<file path="src/rtl/memory_data_port_arbiter_pkg.sv">
// Shared definitions for the main-memory data-port arbiter.
// Contents:
//   - AddrWDefault / DataWDefault : default address and word widths of the 32x20 memory
//   - arb_state_e                 : arbiter FSM state encoding
//   - owner_e                     : which requester currently drives the data port
//   - state_owner()               : maps an FSM state onto the port owner
package memory_data_port_arbiter_pkg;

  localparam int unsigned AddrWDefault = 5;
  localparam int unsigned DataWDefault = 20;

  typedef enum logic [2:0] {
    StIdle   = 3'd0,
    StServeP = 3'd1,
    StServeL = 3'd2,
    StAckP   = 3'd3,
    StAckL   = 3'd4
  } arb_state_e;

  // Owner-select codes; also consumed by the pipeline hazard unit.
  typedef enum logic [1:0] {
    OwnerNone = 2'd0,
    OwnerP    = 2'd1,
    OwnerL    = 2'd2
  } owner_e;

  // Only the SERVE states drive the memory port.
  function automatic owner_e state_owner(arb_state_e s);
    owner_e o;
    case (s)
      StServeP: o = OwnerP;
      StServeL: o = OwnerL;
      default:  o = OwnerNone;
    endcase
    return o;
  endfunction

endpackage

</file>
<file path="src/rtl/memory_data_port_arbiter.sv">
// Arbitrates the single data-side port of the main memory between the pipeline
// MEM stage (P) and the program/debug loader (L).
// Each access runs SERVE (port granted, write strobed, read captured at the
// closing edge) then ACK (one-cycle completion pulse). P wins collisions out of
// IDLE; after every ACK the other requester is served first if it is waiting.
// Ports:
//   Clock, Reset                         : clock, asynchronous active-high reset
//   p_req/p_we/p_addr/p_wdata            : pipeline request and operands
//   p_gnt/p_ack/p_rdata/p_stall          : pipeline grant, completion, read data, stall
//   l_req/l_we/l_addr/l_wdata            : loader request and operands
//   l_gnt/l_ack/l_rdata                  : loader grant, completion, read data
//   mem_addr/data/wr_en                  : to memory data port (memory writes on negedge)
//   q_mem                                : combinational read data from memory
module memory_data_port_arbiter
  import memory_data_port_arbiter_pkg::*;
#(
  parameter int unsigned ADDR_W = AddrWDefault,
  parameter int unsigned DATA_W = DataWDefault
) (
  input  logic              Clock,
  input  logic              Reset,
  input  logic              p_req,
  input  logic              p_we,
  input  logic [ADDR_W-1:0] p_addr,
  input  logic [DATA_W-1:0] p_wdata,
  output logic              p_gnt,
  output logic              p_ack,
  output logic [DATA_W-1:0] p_rdata,
  output logic              p_stall,
  input  logic              l_req,
  input  logic              l_we,
  input  logic [ADDR_W-1:0] l_addr,
  input  logic [DATA_W-1:0] l_wdata,
  output logic              l_gnt,
  output logic              l_ack,
  output logic [DATA_W-1:0] l_rdata,
  output logic [ADDR_W-1:0] mem_addr,
  output logic [DATA_W-1:0] data,
  output logic              wr_en,
  input  logic [DATA_W-1:0] q_mem
);

  arb_state_e        state_q, state_d;
  logic [DATA_W-1:0] p_rdata_q, p_rdata_d;
  logic [DATA_W-1:0] l_rdata_q, l_rdata_d;

  // Next-state and read-data capture. A requester whose req has dropped by the
  // end of its SERVE cycle is treated as aborted: no capture, no ACK.
  always_comb begin
    state_d   = state_q;
    p_rdata_d = p_rdata_q;
    l_rdata_d = l_rdata_q;
    case (state_q)
      StIdle: begin
        if (p_req) begin
          state_d = StServeP;
        end else if (l_req) begin
          state_d = StServeL;
        end
      end
      StServeP: begin
        if (p_req) begin
          state_d = StAckP;
          if (!p_we) p_rdata_d = q_mem;
        end else begin
          state_d = StIdle;
        end
      end
      StServeL: begin
        if (l_req) begin
          state_d = StAckL;
          if (!l_we) l_rdata_d = q_mem;
        end else begin
          state_d = StIdle;
        end
      end
      // The acked requester's own req is ignored here so it can drop req
      // one edge later without being regranted.
      StAckP:  state_d = l_req ? StServeL : StIdle;
      StAckL:  state_d = p_req ? StServeP : StIdle;
      default: state_d = StIdle;
    endcase
  end

  always_ff @(posedge Clock or posedge Reset) begin
    if (Reset) begin
      state_q   <= StIdle;
      p_rdata_q <= '0;
      l_rdata_q <= '0;
    end else begin
      state_q   <= state_d;
      p_rdata_q <= p_rdata_d;
      l_rdata_q <= l_rdata_d;
    end
  end

  // Port mux and handshake outputs, all decoded from the registered state.
  // Reset forces IDLE asynchronously, so wr_en drops before the memory's negedge.
  always_comb begin
    p_gnt    = (state_q == StServeP);
    l_gnt    = (state_q == StServeL);
    p_ack    = (state_q == StAckP);
    l_ack    = (state_q == StAckL);
    p_rdata  = p_rdata_q;
    l_rdata  = l_rdata_q;
    mem_addr = '0;
    data     = '0;
    wr_en    = 1'b0;
    case (state_owner(state_q))
      OwnerP: begin
        mem_addr = p_addr;
        data     = p_wdata;
        wr_en    = p_we & p_req;
      end
      OwnerL: begin
        mem_addr = l_addr;
        data     = l_wdata;
        wr_en    = l_we & l_req;
      end
      default: ;
    endcase
    p_stall = p_req & ~p_ack;
  end

endmodule
</file>
<file path="config.mk">
export PLATFORM = sky130hd
export DESIGN_NAME = memory_data_port_arbiter
export DESIGN_NICKNAME = d
export VERILOG_FILES = /design/src/rtl/memory_data_port_arbiter_pkg.sv /design/src/rtl/memory_data_port_arbiter.sv
export SDC_FILE = /design/constraint.sdc
export NUM_CORES = 1
export LEC_CHECK = 0
export BUFFER_PORTS_ARGS = -buffer_cell sky130_fd_sc_hd__buf_2
export CAP_MARGIN = 30
export CORE_MARGIN = 2
export CORE_UTILIZATION = 30
export DETAILED_ROUTE_END_ITERATION = 8
export GPL_TIMING_DRIVEN = 0
export HOLD_SLACK_MARGIN = 0.15
export PLACE_DENSITY_LB_ADDON = 0.12
export SYNTH_ARGS = -nofsm -noshare
export SYNTH_HDL_FRONTEND = slang
export SYNTH_SLANG_ARGS = --single-unit
</file>
<file path="constraint.sdc">
create_clock -name Clock -period 1.75 [get_ports Clock]
set_clock_uncertainty 0.1 [all_clocks]
set_input_delay 0.35 -clock Clock [delete_from_list [all_inputs] [get_ports Clock]]
set_output_delay 0.35 -clock Clock [all_outputs]
set_load 0.01 [all_outputs]
</file>
* Yosys cells after proc, flatten, opt, wreduce, memory -nomap -nowiden
Cells that the tools add are included. W data, S select, Z words.
Word-level totals: flip-flop bits (word level) 43, bits of input ports 76, output and inout port bits 71
Cells by class: eq/ne operators 7, mux-type cells 11, bitwise logic cells 6, reduce and logical (&&, ||, !) cells 3
Operators by type and width (count):
- $pmux W20 S2 | 1
- $pmux W3 S5 | 1
- $pmux W5 S2 | 1
- $mux W3 | 3
- $eq A3 B2 Y1 const B | 2
- $reduce_and A3 Y1 | 2
- $mux W2 | 2
- $pmux W2 S2 | 1
- $and A1 B1 Y1 | 3
- $eq A3 B1 Y1 const B | 1
- $eq A3 B3 Y1 const B | 1
- $logic_not A3 Y1 | 1
- $ne A3 B3 Y1 const B | 1
- $not A1 Y1 | 3
- $eq A2 B1 Y1 const B | 1
- $eq A2 B2 Y1 const B | 1
- $pmux W1 S2 | 1
- $mux W1 | 1

* Longest topological paths before layout
Gate-level depths: netlist (run 1).
depth after elaboration 4, gate-level depth with buffers 8

* Least setup slack after synthesis (run 1)
Ideal clock, no wire load.
path type reg2out, from register state_q[2], to output port wr_en, arrival 1769 ps, data required time 1300 ps, setup slack -469 ps, cell stages (with the launch flop) 9, cell sequence dfrtp_1 -> and2b_1 -> nand2b_1 -> inv_1 -> ha_1 -> buf_2 -> clkbuf_1 -> nand3_1 -> a21boi_0
Between the ends: longest elaborated chain between the ends 4
RTL lines:
- from (decl) | line memory_data_port_arbiter.sv:43 | arb_state_e state_q, state_d;
- from (signal assigned) | line memory_data_port_arbiter.sv:87 | state_q <= StIdle;
- from (signal assigned) | line memory_data_port_arbiter.sv:91 | state_q <= state_d;
- $eq A3 B1 Y1 *
- via p_gnt | line memory_data_port_arbiter.sv:26 | output logic p_gnt,
- $pmux W2 S2 * | line memory_data_port_arbiter_pkg.sv:30 | case (s)
- $eq A2 B2 Y1 or $eq A2 B1 Y1 (tied branches) | line memory_data_port_arbiter.sv:109 | case (state_owner(state_q))
- $pmux W1 S2 * | line memory_data_port_arbiter.sv:109
- to (decl) | line memory_data_port_arbiter.sv:39 | output logic wr_en,
Mark *: on every way through the listed nets, which the timed path passes. The rest lies on a longest branch.

* Worst setup path in the final report (run 1)
from register state_q[0], to output port data[10]
Between the ends: longest elaborated chain between the ends 4
RTL lines:
- $eq A3 B2 Y1 or $eq A3 B1 Y1 (tied branches) | line memory_data_port_arbiter_pkg.sv:30
- $pmux W2 S2 * | line memory_data_port_arbiter_pkg.sv:30
- $eq A2 B2 Y1 or $eq A2 B1 Y1 (tied branches) | line memory_data_port_arbiter.sv:109
- $pmux W20 S2 * | line memory_data_port_arbiter.sv:109
- to (decl) | line memory_data_port_arbiter.sv:38 | output logic [DATA_W-1:0] data,
Mark *: on every way between the ends. The rest lies on a longest branch, timed or not.

==> impl_metrics.csv, run 1 <==
group,metric,value,unit
worst_setup_path,crit_path_max_incr_delay,420,ps
worst_setup_path,worst-setup-path-type,"flop to primary output",
global_route,pin_count_of_the_biggest_net_entering_global_routing,36,
routing,routed_wire_length_per_instance,13.8,um
floorplanning,die-width,90.1,um
final_layout,fin_nets,417,
worst_setup_path,cp-startpoint,"state_q[0]",
floorplanning,std_cell_core_area,7210,um^2
timing,timing.final.crit_period,2250,ps
clocking,clock_tree_from_tritoncts,"yes",
synth,synth.cell_area,2220,um^2
worst_setup_path,critical_path.slowest_cell,"dfrtp_1",
global_route,globalRouteOverflowTotal,0,
floorplanning,placement_rows,31,
job,drv_cap,0,
pwr,p_leak,1.84,nW
routing,firstDrtPassIters,4,
routing,number_of_nets_with_antenna_violations_after_routing,0,
routing,dr_total_vias,1966,
floorplanning,io-pin-count,147,
global_route,grt_first_pass_wirelength,9.56,mm
floorplanning,fp.dieArea,8110,um^2
min_path,worst_hold_startpoint,"q_mem[14]",
final_layout,final_layout_size_suffix_gt1_frac,0.811,
timing,slew-limit-headroom,0.812,
synth,avgSynthCellArea,13.0,um^2
min_path,holdPathStages,2,
timing,holdWs,191,ps
synth,synth_seq_cells,43,
clocking,cts_htree_levels,2,
worst_setup_path,launching_point_of_the_worst_reg2reg_path,"state_q[2]",
placement,placement.cell_area,3370,um^2
clocking,cts_buf_count,5,
timing,fin_crit_sh,1.29,
min_path,hold_end,"p_rdata[14]",
routing,vias_per_cell,4.49,
clocking,clock_sink_count,43,
global_route,vias_in_the_first_global_route,1929,
worst_setup_path,rrSetupSlack,40,ps
timing,rsz0062_at_grt,"yes",
routing,detailed_route_drc_error_count,0,
min_path,hp-class,"primary input to flop",
clocking,clk_root_buffer_cell,"clkbuf_8",
final_layout,layout.cell_area.non_filler,3670,um^2
synth,syn_inst,171,
placement,place.gp.congestion,0.724,
final_layout,flow.area_growth_from_synthesis,65.1,%
global_route,grt_antenna_before_repair,0,
worst_setup_path,critical_path.max_fanout,8,
pwr,ratio_of_total_power_to_cell_area,1410,nW/um^2
floorplanning,die-height,90.1,um
floorplanning,floorplan.initialDensity,0.308,
final_layout,layoutNonFillerInstCount,438,
timing,report.final.hold_viol_count,0,
worst_setup_path,timing.reg2reg.worst_path_depth,6,
global_route,groute.layer.met3.usage,0.0310,
global_route,met1_use_gr,0.184,
global_route,grt-busiest-layer,"met2",
global_route,grt_use_met2,0.246,
routing,route.final.wire_length,6.04,mm
timing,slew_violations,0,
worst_setup_path,timing.critical_path.cells,"and2b_2 -> nand2b_4 -> inv_4 -> ha_4 -> clkbuf_16 -> a22oi_2 -> nor2b_2 -> buf_2",
clocking,cts-root-to-sink-buffers,2,
worst_setup_path,cp_data_required_time,1300,ps
worst_setup_path,path_delay_family,"flip-flops",
timing,worst_slack,-501,ps
pwr,worst_ir_drop_vdd,0.000502,V
run_status,result_of_the_run,"finished with violations",
final_layout,insertedDiodeCount,0,
synth,yosysUniqueCellTypes,27,
worst_setup_path,critical_path.endpoint_type,"primary output",
placement,hpwlAfterDp,4.46,mm
placement,inst_count_dp,417,
placement,port_buffers,146,
synth,postSynthNetCount,250,
synth,yosysSeqAreaShare,0.484,
worst_setup_path,timing.critical_path.arrival,1800,ps
worst_setup_path,worstSetupStartpointType,"flop",
worst_setup_path,crit-reg2reg-capture,"p_rdata[7]",
timing,fin_tns_setup,-12360,ps
global_route,track_usage,0.143,
final_layout,final_util,0.508,
worst_setup_path,critical_path_buf_inv_count,3,
routing,initial_drt_markers,37,
timing,finalSetupViolations,27,
synth,synth_warnings,0,
timing,fmaxAchievable,444,MHz
run_status,failing_checks,"negative setup slack",
timing,worst_pin_slew,282,ps
clocking,cts_clk_pin_slew_worst_paths,80,ps
clocking,worstSkewPairLatency,290,ps
[stage by stage]
step,worst slack (ps),total power (W)
floorplan,-136,0.00342
detailed placement,-406,0.00433
global route,-614,0.00554
CTS,-523,0.00517
global placement,-400,0.00430
finish,-501,0.00517
[cells by family after synthesis]
| logic type | synth area share |
|---|---|
| buffers and inverters | 0.0400 |
| AND/OR/NAND/NOR | 0.124 |
| AO/OA/AOI/OAI | 0.0980 |
| flip-flops | 0.484 |
| multiplexers | 0.236 |
| adder cells (fa/ha/maj) | 0.0169 |
[what timing repair did]
item / CTS / global route
resized for setup: 11 / 12
endpoints found under the hold margin: 21 / 0
pin swaps: 20 / 3
hold buffers: 1 / 0
setup endpoints to repair: 27 / 49
cloned: 3 / 3
setup buffers: 7 / 1
[synthesized netlist by cell type, drive strengths merged]
cell	instances	area [um^2]
nor3b	2	15.0
nor2	2	10.0
a21boi	1	7.51
o21a	1	7.51
nand3	2	10.0
nand2	1	6.26
o22ai	1	6.26
and2	1	6.26
ha	3	37.5
and2b	1	7.51
nand3b	1	20.0
dfrtp	43	1080
a22oi	25	188
clkbuf	6	22.5
mux2	40	526
buf	6	55.1
nor3	1	10.0
a2bb2oi	1	8.76
nand2b	3	18.8
inv	3	11.3
or4b	1	10.0
nor2b	26	163
[worst register-to-register path: cells and delay by family, from the launching register on]
kind          cells  cell delay, ps
buf+inv           3             420
flops             1             400
mux               1             330
simple gates      2             340
[worst max path at each step]
stage	endpoint	slack [ps]	depth (start not counted)
after floorplan	wr_en	-140	8
after global placement	data[6]	-400	6
after detailed placement	data[3]	-410	6
after CTS	wr_en	-520	8
after global routing	data[10]	-610	8
final	data[10]	-500	8
[report_power, final]
part,internal (W),total (W),switching (W)
sequential,0.00147,0.00171,0.000243
clock,0.000279,0.000600,0.000321
combinational,0.00165,0.00286,0.00121
total,0.00339,0.00517,0.00177
[per-layer routing]
metal  up-vias  wire [um]  part of all wire
li1        947          -                 -
met1       939       2670              0.44
met2        75       3010              0.50
met3         5        316             0.052
met4         0         46            0.0076
met5         -          0                 0
[state kept, by name, summed over array words and instances (netlist names)]
| signal | count |
|---|---|
| l_rdata | 20 |
| state_q | 3 |
| p_rdata | 20 |
[placed cells by master, fill, tap and decap left out, types with 2 or more instances in the layout]
cell       instances
buf_6              8
nand3_2            2
nor2b_1            6
clkbuf_8          10
nor2b_2           19
a22oi_1            4
dfrtp_1           42
nor3b_1            2
mux2_4            20
mux2_2            19
nand2b_4           2
buf_2            147
inv_4              2
clkbuf_16          4
buf_4              6
a22oi_2           21
ha_4               3
[cell type report]
| class | instances | area, um^2 |
|---|---|---|
| buffer | 10 | 173 |
| multi-input combinational | 113 | 1300 |
| timing repair buffer | 162 | 897 |
| fill | 676 | 3550 |
| clock inverter | 2 | 12.5 |
| tap | 99 | 124 |
| clock buffer | 6 | 72.6 |
| sequential | 43 | 1080 |
| inverter | 3 | 16.3 |
Power figures use the tool's default switching activity.
==> run 2: changes to the inputs <==
- CORE_UTILIZATION: 30 -> 38
==> impl_metrics.csv, run 2 (synthesis results as in run 1) <==
group,metric,value,unit
clocking,cts_buf_count,5,
global_route,vias_in_the_first_global_route,1942,
final_layout,fin_nets,410,
placement,detailedPlace.worstSlack,-389,ps
timing,fmaxAchievable,434,MHz
final_layout,flow.area_growth_from_synthesis,60.7,%
worst_setup_path,critical_path.endpoint_type,"primary output",
floorplanning,die-width,80.5,um
floorplanning,placement_rows,27,
placement,inst_count_dp,389,
clocking,clock_tree_from_tritoncts,"yes",
global_route,track_usage,0.173,
final_layout,insertedDiodeCount,0,
final_layout,layout.cells.most_common,"buf_2",
worst_setup_path,timing.critical_path.arrival,1860,ps
global_route,globalRouteOverflowTotal,0,
placement,port_buffers,146,
routing,firstDrtPassIters,4,
timing,slew-limit-headroom,0.428,
clocking,cts_htree_levels,2,
timing,holdWs,132,ps
clocking,worstSkewPairLatency,290,ps
floorplanning,io-pin-count,147,
clocking,cts-root-to-sink-buffers,2,
floorplanning,std_cell_core_area,5570,um^2
worst_setup_path,cp_data_required_time,1300,ps
clocking,clk_root_buffer_cell,"clkbuf_8",
clocking,cts_clk_pin_slew_worst_paths,80,ps
timing,worst_slack,-557,ps
timing,fin_tns_setup,-13810,ps
worst_setup_path,worstSetupStartpointType,"flop",
global_route,pin_count_of_the_biggest_net_entering_global_routing,44,
timing,fin_crit_sh,1.32,
placement,hpwlAfterDp,4.29,mm
floorplanning,floorplan.initialDensity,0.399,
routing,dr_total_vias,1960,
routing,initial_drt_markers,36,
job,drv_cap,0,
worst_setup_path,critical_path.max_fanout,7,
min_path,hp-class,"primary input to async pin",
routing,vias_per_cell,4.85,
routing,detailed_route_drc_error_count,0,
pwr,ratio_of_total_power_to_cell_area,1440,nW/um^2
final_layout,layout_common_cells,"buf_2, dfrtp_1, a22oi_2",
routing,routed_wire_length_per_instance,14.2,um
clocking,clock_sink_count,43,
timing,finalSetupViolations,27,
timing,worst_pin_slew,857,ps
final_layout,fill_cell_total_of_the_finished_layout,461,
global_route,grt_first_pass_wirelength,8.90,mm
global_route,grt_antenna_before_repair,0,
routing,route.final.wire_length,5.76,mm
timing,report.final.hold_viol_count,0,
pwr,p_leak,1.80,nW
floorplanning,fp.dieArea,6480,um^2
final_layout,final_layout_size_suffix_gt1_frac,0.810,
worst_setup_path,worst-setup-path-type,"flop to primary output",
timing,rsz0062_at_grt,"yes",
routing,number_of_nets_with_antenna_violations_after_routing,0,
final_layout,layoutNonFillerInstCount,404,
run_status,result_of_the_run,"finished with violations",
pwr,worst_ir_drop_vdd,0.000778,V
timing,slew_violations,0,
final_layout,final_util,0.641,
timing,timing.final.crit_period,2310,ps
placement,place.gp.congestion,0.733,
clocking,holdBufCountCts,0,
run_status,failing_checks,"negative setup slack",
floorplanning,die-height,80.5,um
[run 2: metrics by stage]
step	cell area, um^2	total power, W
2_1_floorplan	2500	0.00342
3_3_place_gp	3320	0.00427
3_5_place_dp	3320	0.00432
4_1_cts	3530	0.00515
5_1_grt	3570	0.00547
6_report	3570	0.00513
[run 2: cell type report]
type / instances / area (um^2) / area share
Buffer: 10 / 173 / 0.0484
Clock buffer: 6 / 72.6 / 0.0203
Clock inverter: 2 / 12.5 / 0.00350
Inverter: 3 / 16.3 / 0.00456
Multi-Input combinational cell: 113 / 1290 / 0.362
Sequential cell: 43 / 1080 / 0.302
Tap cell: 72 / 90.1 / 0.0252
Timing Repair Buffer: 155 / 836 / 0.234
[run 2: report_power, final]
group          switching, W  internal (W)  total [W]
Sequential         0.000247       0.00147    0.00171
Combinational       0.00119       0.00162    0.00282
Clock              0.000322      0.000279   0.000600
[run 2: critical path, stage by stage, from the launching register on]
cell and delay (ps):
dfrtp_1 430, and2b_2 260, nand2b_4 110, inv_4 50, ha_4 190, buf_4 160, a22oi_2 150, nor2b_1 70
buf_2 140
[run 2: final timing paths]
path                        startpoint          end  slack (ps)  cells past startpoint
max                         state_q[2]     data[19]        -560                      8
min                              Reset   state_q[2]         130                      2
max reg2reg                 state_q[2]  l_rdata[17]          80                      7
min reg2reg                p_rdata[14]  p_rdata[14]         400                      1
max in group asynchronous        Reset   state_q[1]         840                      2
min in group Clock               p_req   state_q[1]         190                      2
[run 2: metal layers]
metal  wire length [um]  global-route usage
met1               2390               0.210
met2               2910               0.313
met3                438              0.0393
met4                 24              0.0356
met5                  0                   0
[run 2: repair_timing]
| action | 4_1_cts | 5_1_grt |
|---|---|---|
| pin swaps | 23 | 2 |
| setup endpoints to repair | 27 | 47 |
| gates cloned | 4 | 0 |
| resized for setup | 14 | 9 |
| buffers inserted | 4 | 1 |
